### src/rtl/seq_pkg.sv
// Shared definitions for the serial pattern transmitter.
//   state_e      : transmitter FSM states
//   DEF_MAX_LEN  : default maximum pattern length in bits
//   DEF_REP_W    : default repeat-count width
//   DEF_GAP_W    : default gap-length width
package seq_pkg;

    typedef enum logic [1:0] {
        IDLE  = 2'd0,
        SHIFT = 2'd1,
        GAP   = 2'd2
    } state_e;

    localparam int unsigned DEF_MAX_LEN = 16;
    localparam int unsigned DEF_REP_W   = 8;
    localparam int unsigned DEF_GAP_W   = 4;

endpackage

### src/rtl/seq_pattern_tx.sv
// Serial bit-pattern transmitter. Latches a pattern/length on start and shifts it out
// MSB-first (bit len-1 first), optionally repeating it with an idle gap between repeats.
//   clk        : clock, rising edge
//   rst        : synchronous active-high reset
//   start      : request a transmission (sampled in IDLE only)
//   pattern    : bits to send
//   len        : pattern length, 1..MAX_LEN (others ignored)
//   repeat_cnt : number of transmissions, 0 treated as 1
//   gap        : idle cycles between repeats
//   x          : serial data, 0 when not valid
//   x_valid    : x carries a pattern bit
//   busy       : transmission in progress
//   done       : one-cycle pulse after the final bit
module seq_pattern_tx
    import seq_pkg::*;
#(
    parameter int unsigned MAX_LEN = DEF_MAX_LEN,
    parameter int unsigned LEN_W   = $clog2(MAX_LEN + 1),
    parameter int unsigned REP_W   = DEF_REP_W,
    parameter int unsigned GAP_W   = DEF_GAP_W
) (
    input  logic               clk,
    input  logic               rst,
    input  logic               start,
    input  logic [MAX_LEN-1:0] pattern,
    input  logic [LEN_W-1:0]   len,
    input  logic [REP_W-1:0]   repeat_cnt,
    input  logic [GAP_W-1:0]   gap,
    output logic               x,
    output logic               x_valid,
    output logic               busy,
    output logic               done
);

    localparam logic [LEN_W-1:0] LenOne = LEN_W'(1);
    localparam logic [LEN_W-1:0] LenMax = LEN_W'(MAX_LEN);
    localparam logic [REP_W-1:0] RepOne = REP_W'(1);
    localparam logic [GAP_W-1:0] GapOne = GAP_W'(1);

    state_e             state_q, state_d;
    logic [MAX_LEN-1:0] pat_q, pat_d;
    logic [LEN_W-1:0]   len_q, len_d;
    logic [LEN_W-1:0]   idx_q, idx_d;
    logic [REP_W-1:0]   rep_q, rep_d;
    logic [GAP_W-1:0]   gap_q, gap_d;
    logic [GAP_W-1:0]   gap_cnt_q, gap_cnt_d;
    logic               x_q, x_d;
    logic               x_valid_q, x_valid_d;
    logic               busy_q, busy_d;
    logic               done_q, done_d;

    logic               len_ok;
    logic [MAX_LEN-1:0] start_sh, next_sh, wrap_sh;

    assign len_ok = (len != '0) && (len <= LenMax);

    // Bit selects done by shifting so the index width need not match the pattern width.
    assign start_sh = pattern >> (len - LenOne);
    assign next_sh  = pat_q >> (idx_q - LenOne);
    assign wrap_sh  = pat_q >> (len_q - LenOne);

    always_comb begin
        state_d   = state_q;
        pat_d     = pat_q;
        len_d     = len_q;
        idx_d     = idx_q;
        rep_d     = rep_q;
        gap_d     = gap_q;
        gap_cnt_d = gap_cnt_q;
        x_d       = 1'b0;
        x_valid_d = 1'b0;
        busy_d    = 1'b0;
        done_d    = 1'b0;

        case (state_q)
            IDLE: begin
                if (start && len_ok) begin
                    state_d   = SHIFT;
                    pat_d     = pattern;
                    len_d     = len;
                    idx_d     = len - LenOne;
                    rep_d     = (repeat_cnt == '0) ? RepOne : repeat_cnt;
                    gap_d     = gap;
                    x_d       = start_sh[0];
                    x_valid_d = 1'b1;
                    busy_d    = 1'b1;
                end
            end
            SHIFT: begin
                busy_d = 1'b1;
                if (idx_q != '0) begin
                    idx_d     = idx_q - LenOne;
                    x_d       = next_sh[0];
                    x_valid_d = 1'b1;
                end else if (rep_q > RepOne) begin
                    rep_d = rep_q - RepOne;
                    if (gap_q != '0) begin
                        state_d   = GAP;
                        gap_cnt_d = gap_q;
                    end else begin
                        // Back-to-back: MSB follows bit 0 with no bubble.
                        idx_d     = len_q - LenOne;
                        x_d       = wrap_sh[0];
                        x_valid_d = 1'b1;
                    end
                end else begin
                    state_d = IDLE;
                    rep_d   = '0;
                    busy_d  = 1'b0;
                    done_d  = 1'b1;
                end
            end
            GAP: begin
                busy_d = 1'b1;
                // Last gap cycle launches the MSB so the gap is exactly gap_q cycles long.
                if (gap_cnt_q == GapOne) begin
                    state_d   = SHIFT;
                    gap_cnt_d = '0;
                    idx_d     = len_q - LenOne;
                    x_d       = wrap_sh[0];
                    x_valid_d = 1'b1;
                end else begin
                    gap_cnt_d = gap_cnt_q - GapOne;
                end
            end
            default: state_d = IDLE;
        endcase
    end

    always_ff @(posedge clk) begin
        if (rst) begin
            state_q   <= IDLE;
            pat_q     <= '0;
            len_q     <= '0;
            idx_q     <= '0;
            rep_q     <= '0;
            gap_q     <= '0;
            gap_cnt_q <= '0;
            x_q       <= 1'b0;
            x_valid_q <= 1'b0;
            busy_q    <= 1'b0;
            done_q    <= 1'b0;
        end else begin
            state_q   <= state_d;
            pat_q     <= pat_d;
            len_q     <= len_d;
            idx_q     <= idx_d;
            rep_q     <= rep_d;
            gap_q     <= gap_d;
            gap_cnt_q <= gap_cnt_d;
            x_q       <= x_d;
            x_valid_q <= x_valid_d;
            busy_q    <= busy_d;
            done_q    <= done_d;
        end
    end

    assign x       = x_q;
    assign x_valid = x_valid_q;
    assign busy    = busy_q;
    assign done    = done_q;

endmodule
### config.mk
export PLATFORM = sky130hd
export DESIGN_NAME = seq_pattern_tx
export DESIGN_NICKNAME = d
export VERILOG_FILES = /design/src/rtl/seq_pkg.sv /design/src/rtl/seq_pattern_tx.sv
export SDC_FILE = /design/constraint.sdc
export NUM_CORES = 1
export LEC_CHECK = 0
export ABC_CLOCK_PERIOD_IN_PS = 6270
export CAP_MARGIN = 30
export CORE_ASPECT_RATIO = 0.5
export CORE_MARGIN = 2
export CORE_UTILIZATION = 60
export CTS_CLUSTER_DIAMETER = 100
export DETAILED_ROUTE_END_ITERATION = 7
export GPL_TIMING_DRIVEN = 0
export PLACE_DENSITY = 0.86
export SLEW_MARGIN = 10
export SYNTH_ARGS = -nofsm -noshare
export SYNTH_HDL_FRONTEND = slang
export SYNTH_SLANG_ARGS = --single-unit
### constraint.sdc
create_clock -name clk -period 6.27 [get_ports clk]
set_input_delay 0.627 -clock clk [delete_from_list [all_inputs] [get_ports clk]]
set_output_delay 0.627 -clock clk [all_outputs]
set_load 0.005 [all_outputs]
After elaboration in Yosys (flattened, before gate mapping)
Cells that the tools add are included.
Word-level totals
  latch bits: 0
  memories kept: 0
  bits in writable memories: 0
  input bits: 36
  memory bits (read-only): 0
  register bits after elaboration: 48
  logic and storage cells: 87
Operators by class
  shift-type cells: 3
  order comparisons: 2
  divide/modulo/power cells: 0
  muxes and demuxes: 38
  eq/ne operators: 11
  bitwise logic cells: 1
  multiply operators: 0
  reduce and logical (&&, ||, !) cells: 16
  $add $sub $neg: 5
Operator list (count)
  right shift 16 x 5 -> 1 bit: 3
  two-way mux 8 bit: 4
  two-way mux 5 bit: 5
  two-way mux 4 bit: 4
  one-hot mux 8 bit (2 select lines): 1
  one-hot mux 5 bit (3 select lines): 1
  subtractor 5 x 1 -> 5 bit, second input constant: 3
  two-way mux 1 bit: 13
  two-way mux 2 bit: 5
  != test 2 bit, second input constant: 5
  nonzero test 5 bit: 2
  != test 3 bit, second input constant: 3
  one-hot mux 1 bit (3 select lines): 3
  greater-than comparator 8 x 1 -> 1 bit, second input constant: 1
  logical NOT 8 bit: 1
  one-hot mux 4 bit (2 select lines): 1
  AND reduction 4 bit: 2
  subtractor 8 x 1 -> 8 bit, second input constant: 1
  one-hot mux 2 bit (3 select lines): 1
  less-or-equal comparator 5 bit, second input constant: 1
  AND reduction 5 bit: 1
  equality test 4 x 1 -> 1 bit, second input constant: 1
  nonzero test 2 bit: 2
  nonzero test 4 bit: 1
  other kinds (10): 11

Logic depth before layout (Yosys ltp)
  word-level depth: 6
  mapped depth: 9

Least setup slack after synthesis
No wires, ideal clock.
  path kind: input to register
  from: input port len[0]
  to: register x_q, in the netlist x
  stages on the path: 7
  data required time: 6.137 ns
  arrival time: 2.457 ns
  library setup time: 0.133 ns
  slack: 3.680 ns
  path buffers: 1
  path through: clkbuf_1 > inv_1 > ha_1 > mux4_2 > mux2_2 > o2111ai_1 > a311oi_2
Between the ends
  cells in the longest elaborated chain, start to end: 5
RTL lines
  start: declaration: RTL line seq_pattern_tx.sv:26  | input logic [LEN_W-1:0] len,
  parallel branches: the longest is 3 deep, another holds subtractor 5 x 1 -> 5 bit
  two-way mux 1 bit (*): RTL line seq_pattern_tx.sv:77  | if (start && len_ok) begin
  one-hot mux 1 bit (3 select lines) (*): RTL line seq_pattern_tx.sv:75  | case (state_q)
  end signal: assignment: RTL line seq_pattern_tx.sv:139  | x_q <= 1'b0;
  end signal: assignment: RTL line seq_pattern_tx.sv:151  | x_q <= x_d;
  end: declaration: RTL line seq_pattern_tx.sv:47  | logic x_q, x_d;
Mark *: on every way between the ends.
A chain may end at the register's enable or synchronous reset.

Final worst setup path
  from: input port len[1]
  to: register x_q, in the netlist x
Same word-level chain as after synthesis.

==> run_results.csv <==
group,metric,value,unit
run_status,status,"completed",
timing,grt_setup_unrepaired,"false",
logic_synthesis,synthArstFlopShare,0,%
critical_path,reg2reg_from,"idx_q[0]",
final_layout,area_growth,17.9,%
logic_synthesis,syn_area_per_cell,8.46,µm²
power,powerDensity,413,nW/µm²
timing,fin_tns_setup,0,ns
timing,tightestPinTransition,0.692,ns
drt,wl_per_cell,17.8,µm
critical_path,reg2reg_depth,7,
critical_path,worstSetupEndpointType,"flop",
grt,antenna_found_initial,0,
critical_path,regToRegSetupSlack,3.85,ns
worst_hold_path,holdPathEnd,"pat_q[3]",
critical_path,worstPathArrival,2.83,ns
logic_synthesis,synthCells,365,
final_layout,antennaDiodeCount,0,
final_layout,mostFrequentLayoutCells,"nand2_1 (64), dfxtp_1 (48), a21oi_1 (44)",
clock_tree,clk_pin_slew,0.09,ns
drt,drc,0,
drt,vias_per_cell,6.42,
floorplan,rows,18,
timing,period_share,41.9,%
timing,final_hold_viol_count,0,
logic_synthesis,synthesis.nets,414,
critical_path,worst_ep_required_time,6.47,ns
clock_tree,htreeDepth,2,
clock_tree,tritoncts,"done",
floorplan,core-area,4930,µm²
grt,grt_pass1_vias,2846,
worst_hold_path,worstHoldPathCells,2,
placement,placed_area,3550,µm²
final_layout,drive_above_1_share,10.7,%
power,p_clk_share,13.5,%
drt,wirelength,8560,µm
placement,dpl.hpwl,6220,µm
timing,slew_violations,0,
clock_tree,cts_setup_buffers,0,
clock_tree,insertion_delay,0.31,ns
drt,drt_first_iter_violations,236,
grt,grt_max_degree,15,
power,irDropWorstVdd,0.000193,V
critical_path,r2r-end,"x",
logic_synthesis,syn_area,3090,µm²
clock_tree,cts_hold_buf,0,
logic_synthesis,synth_seq_cells,48,
grt,grt_pass1_wl,13200,µm
power,switching_share,45.5,%
power,leakage,1.35,nW
timing,slew_headroom,53.8,%
critical_path,crit_type,"in -> reg",
clock_tree,cts_sinks,48,
clock_tree,cts_buffers,5,
logic_synthesis,synthDistinctLibCells,63,
drt,ant_nets,0,
drt,drt-pass1-iter-count,6,
logic_synthesis,ys.flop_type,"dfxtp_1",
power,internal-power,0.818,mW
critical_path,worst_setup_path_start_kind,"primary input",
timing,period_needed,2.63,ns
grt,grt_overflow_total,0,
clock_tree,cts-resized-gates,0,
floorplan,io_pins,40,
grt,grt_usage,30.1,%
floorplan,fp.dieW,105,µm
placement,io_buffers,37,
worst_hold_path,hp-start,"pat_q[3]",
final_layout,fill_cells,375,
timing,fmax,0.380,GHz
worst_hold_path,min_path_type,"reg -> reg",
final_layout,finalNetCount,458,
timing,finClkSkew,0.00546,ns
timing,setup_violations,0,
power,seqPwrFrac,28.9,%
floorplan,start_util,62.6,%
drt,via_count,3080,
logic_synthesis,synth-edff-count,0,
logic_synthesis,yosysSeqAreaShare,31.1,%
logic_synthesis,yosysWarnings,0,
power,power_switching,0.684,mW
job,drv_cap,0,
power,pwr-share-comb,57.6,%
final_layout,stdcell_area,3640,µm²
placement,gp_congestion,0.917,
floorplan,fp.dieArea,5770,µm²
critical_path,critPathMaxFanout,5,
clock_tree,clockRootBuffer,"clkbuf_8",
floorplan,fp.dieH,54.7,µm
final_layout,layout_commonest_cell,"nand2_1",
clock_tree,clk_path_buf_depth,2,
## worst max-delay path, stage by stage
cell and delay (ns):
clkdlybuf4s50_1 0.51, inv_1 0.08, ha_1 0.46, mux4_2 0.53, mux2_2 0.28, o2111ai_1 0.21, a311oi_2 0.12
## synth_stat cells, drive strengths merged, types with 4 or more instances
library cell / n / area [µm²]
o22ai: 8 / 50.1
buf: 8 / 40.0
mux2i: 5 / 50.1
a31oi: 4 / 25.0
dfxtp: 48 / 961
nor2: 18 / 67.6
nand2: 65 / 251
nand3: 9 / 45.0
nor3: 14 / 70.1
clkbuf: 12 / 45.0
inv: 21 / 78.8
xor2: 7 / 68.8
o21ai: 6 / 30.0
a21oi: 45 / 229
ha: 13 / 163
mux4: 13 / 293
o2bb2ai: 4 / 35.0
o31ai: 10 / 93.8
## flip-flops by register name (all words and copies together) (netlist names)
register	flops
idx_q	5
gap_cnt_q	4
pat_q	16
gap_q	4
len_q	5
x_valid	1
x	1
busy	1
state_q	2
rep_q	8
done	1
## per-layer routing
layer	up-vias	GRT usage, %	wire length [µm]
met5	-	0	0
met4	0	11.6	145
met3	18	5.83	698
met2	166	55.1	4020
met1	1466	36.5	3700
li1	1430	-	-
## worst max path at each step
| stage | startpoint | to | slack, ns | cells after the start |
|---|---|---|---|---|
| global route | len[1] | x | 3.51 | 7 |
| global placement | len[1] | x | 3.30 | 7 |
| floorplan | len[0] | x | 3.68 | 7 |
| finish | len[1] | x | 3.64 | 7 |
| detailed placement | len[1] | x | 3.31 | 7 |
| CTS | len[1] | x | 3.63 | 7 |
## power by group through the flow
stage          registers (mW)  logic (mW)  clock network, mW
2_1_floorplan           0.421       0.649                  0
4_1_cts                 0.431       0.848              0.201
6_report                0.434       0.865              0.203
3_5_place_dp            0.437       0.839                  0
5_1_grt                 0.441       0.939              0.210
3_3_place_gp            0.432       0.816                  0
## cell families after synthesis
| group | after synthesis | synth area share (%) |
|---|---|---|
| XOR/XNOR | 8 | 2.51 |
| flip-flops | 48 | 31.1 |
| adder cells (fa/ha/maj) | 13 | 5.27 |
| buffers and inverters | 43 | 5.55 |
| multiplexers | 19 | 11.5 |
| AO/OA/AOI/OAI | 104 | 23.3 |
| AND/OR/NAND/NOR | 130 | 20.7 |
## layout make-up
| class | count | area, µm² | area share [%] |
|---|---|---|---|
| buffer | 20 | 85.1 | 2.34 |
| clock buffer | 7 | 86.3 | 2.37 |
| clock inverter | 1 | 7.51 | 0.206 |
| inverter | 23 | 86.3 | 2.37 |
| multi-input combinational | 274 | 1960 | 53.7 |
| sequential | 48 | 961 | 26.4 |
| tap | 70 | 87.6 | 2.41 |
| timing repair buffer | 37 | 370 | 10.2 |
## stage by stage
stage	power (mW)	hold WS (ns)	std cells	util (%)	setup slack, ns
6_report	1.50	0.480	480	73.8	3.64
5_1_grt	1.59	0.493	480	73.8	3.51
4_1_cts	1.48	0.477	480	73.8	3.63
3_5_place_dp	1.28	0.464	472	71.9	3.31
3_3_place_gp	1.25	0.456	472	71.9	3.30
2_1_floorplan	1.07	0.443	365	-	3.68
Note: power is estimated with default switching activity, not from simulation.
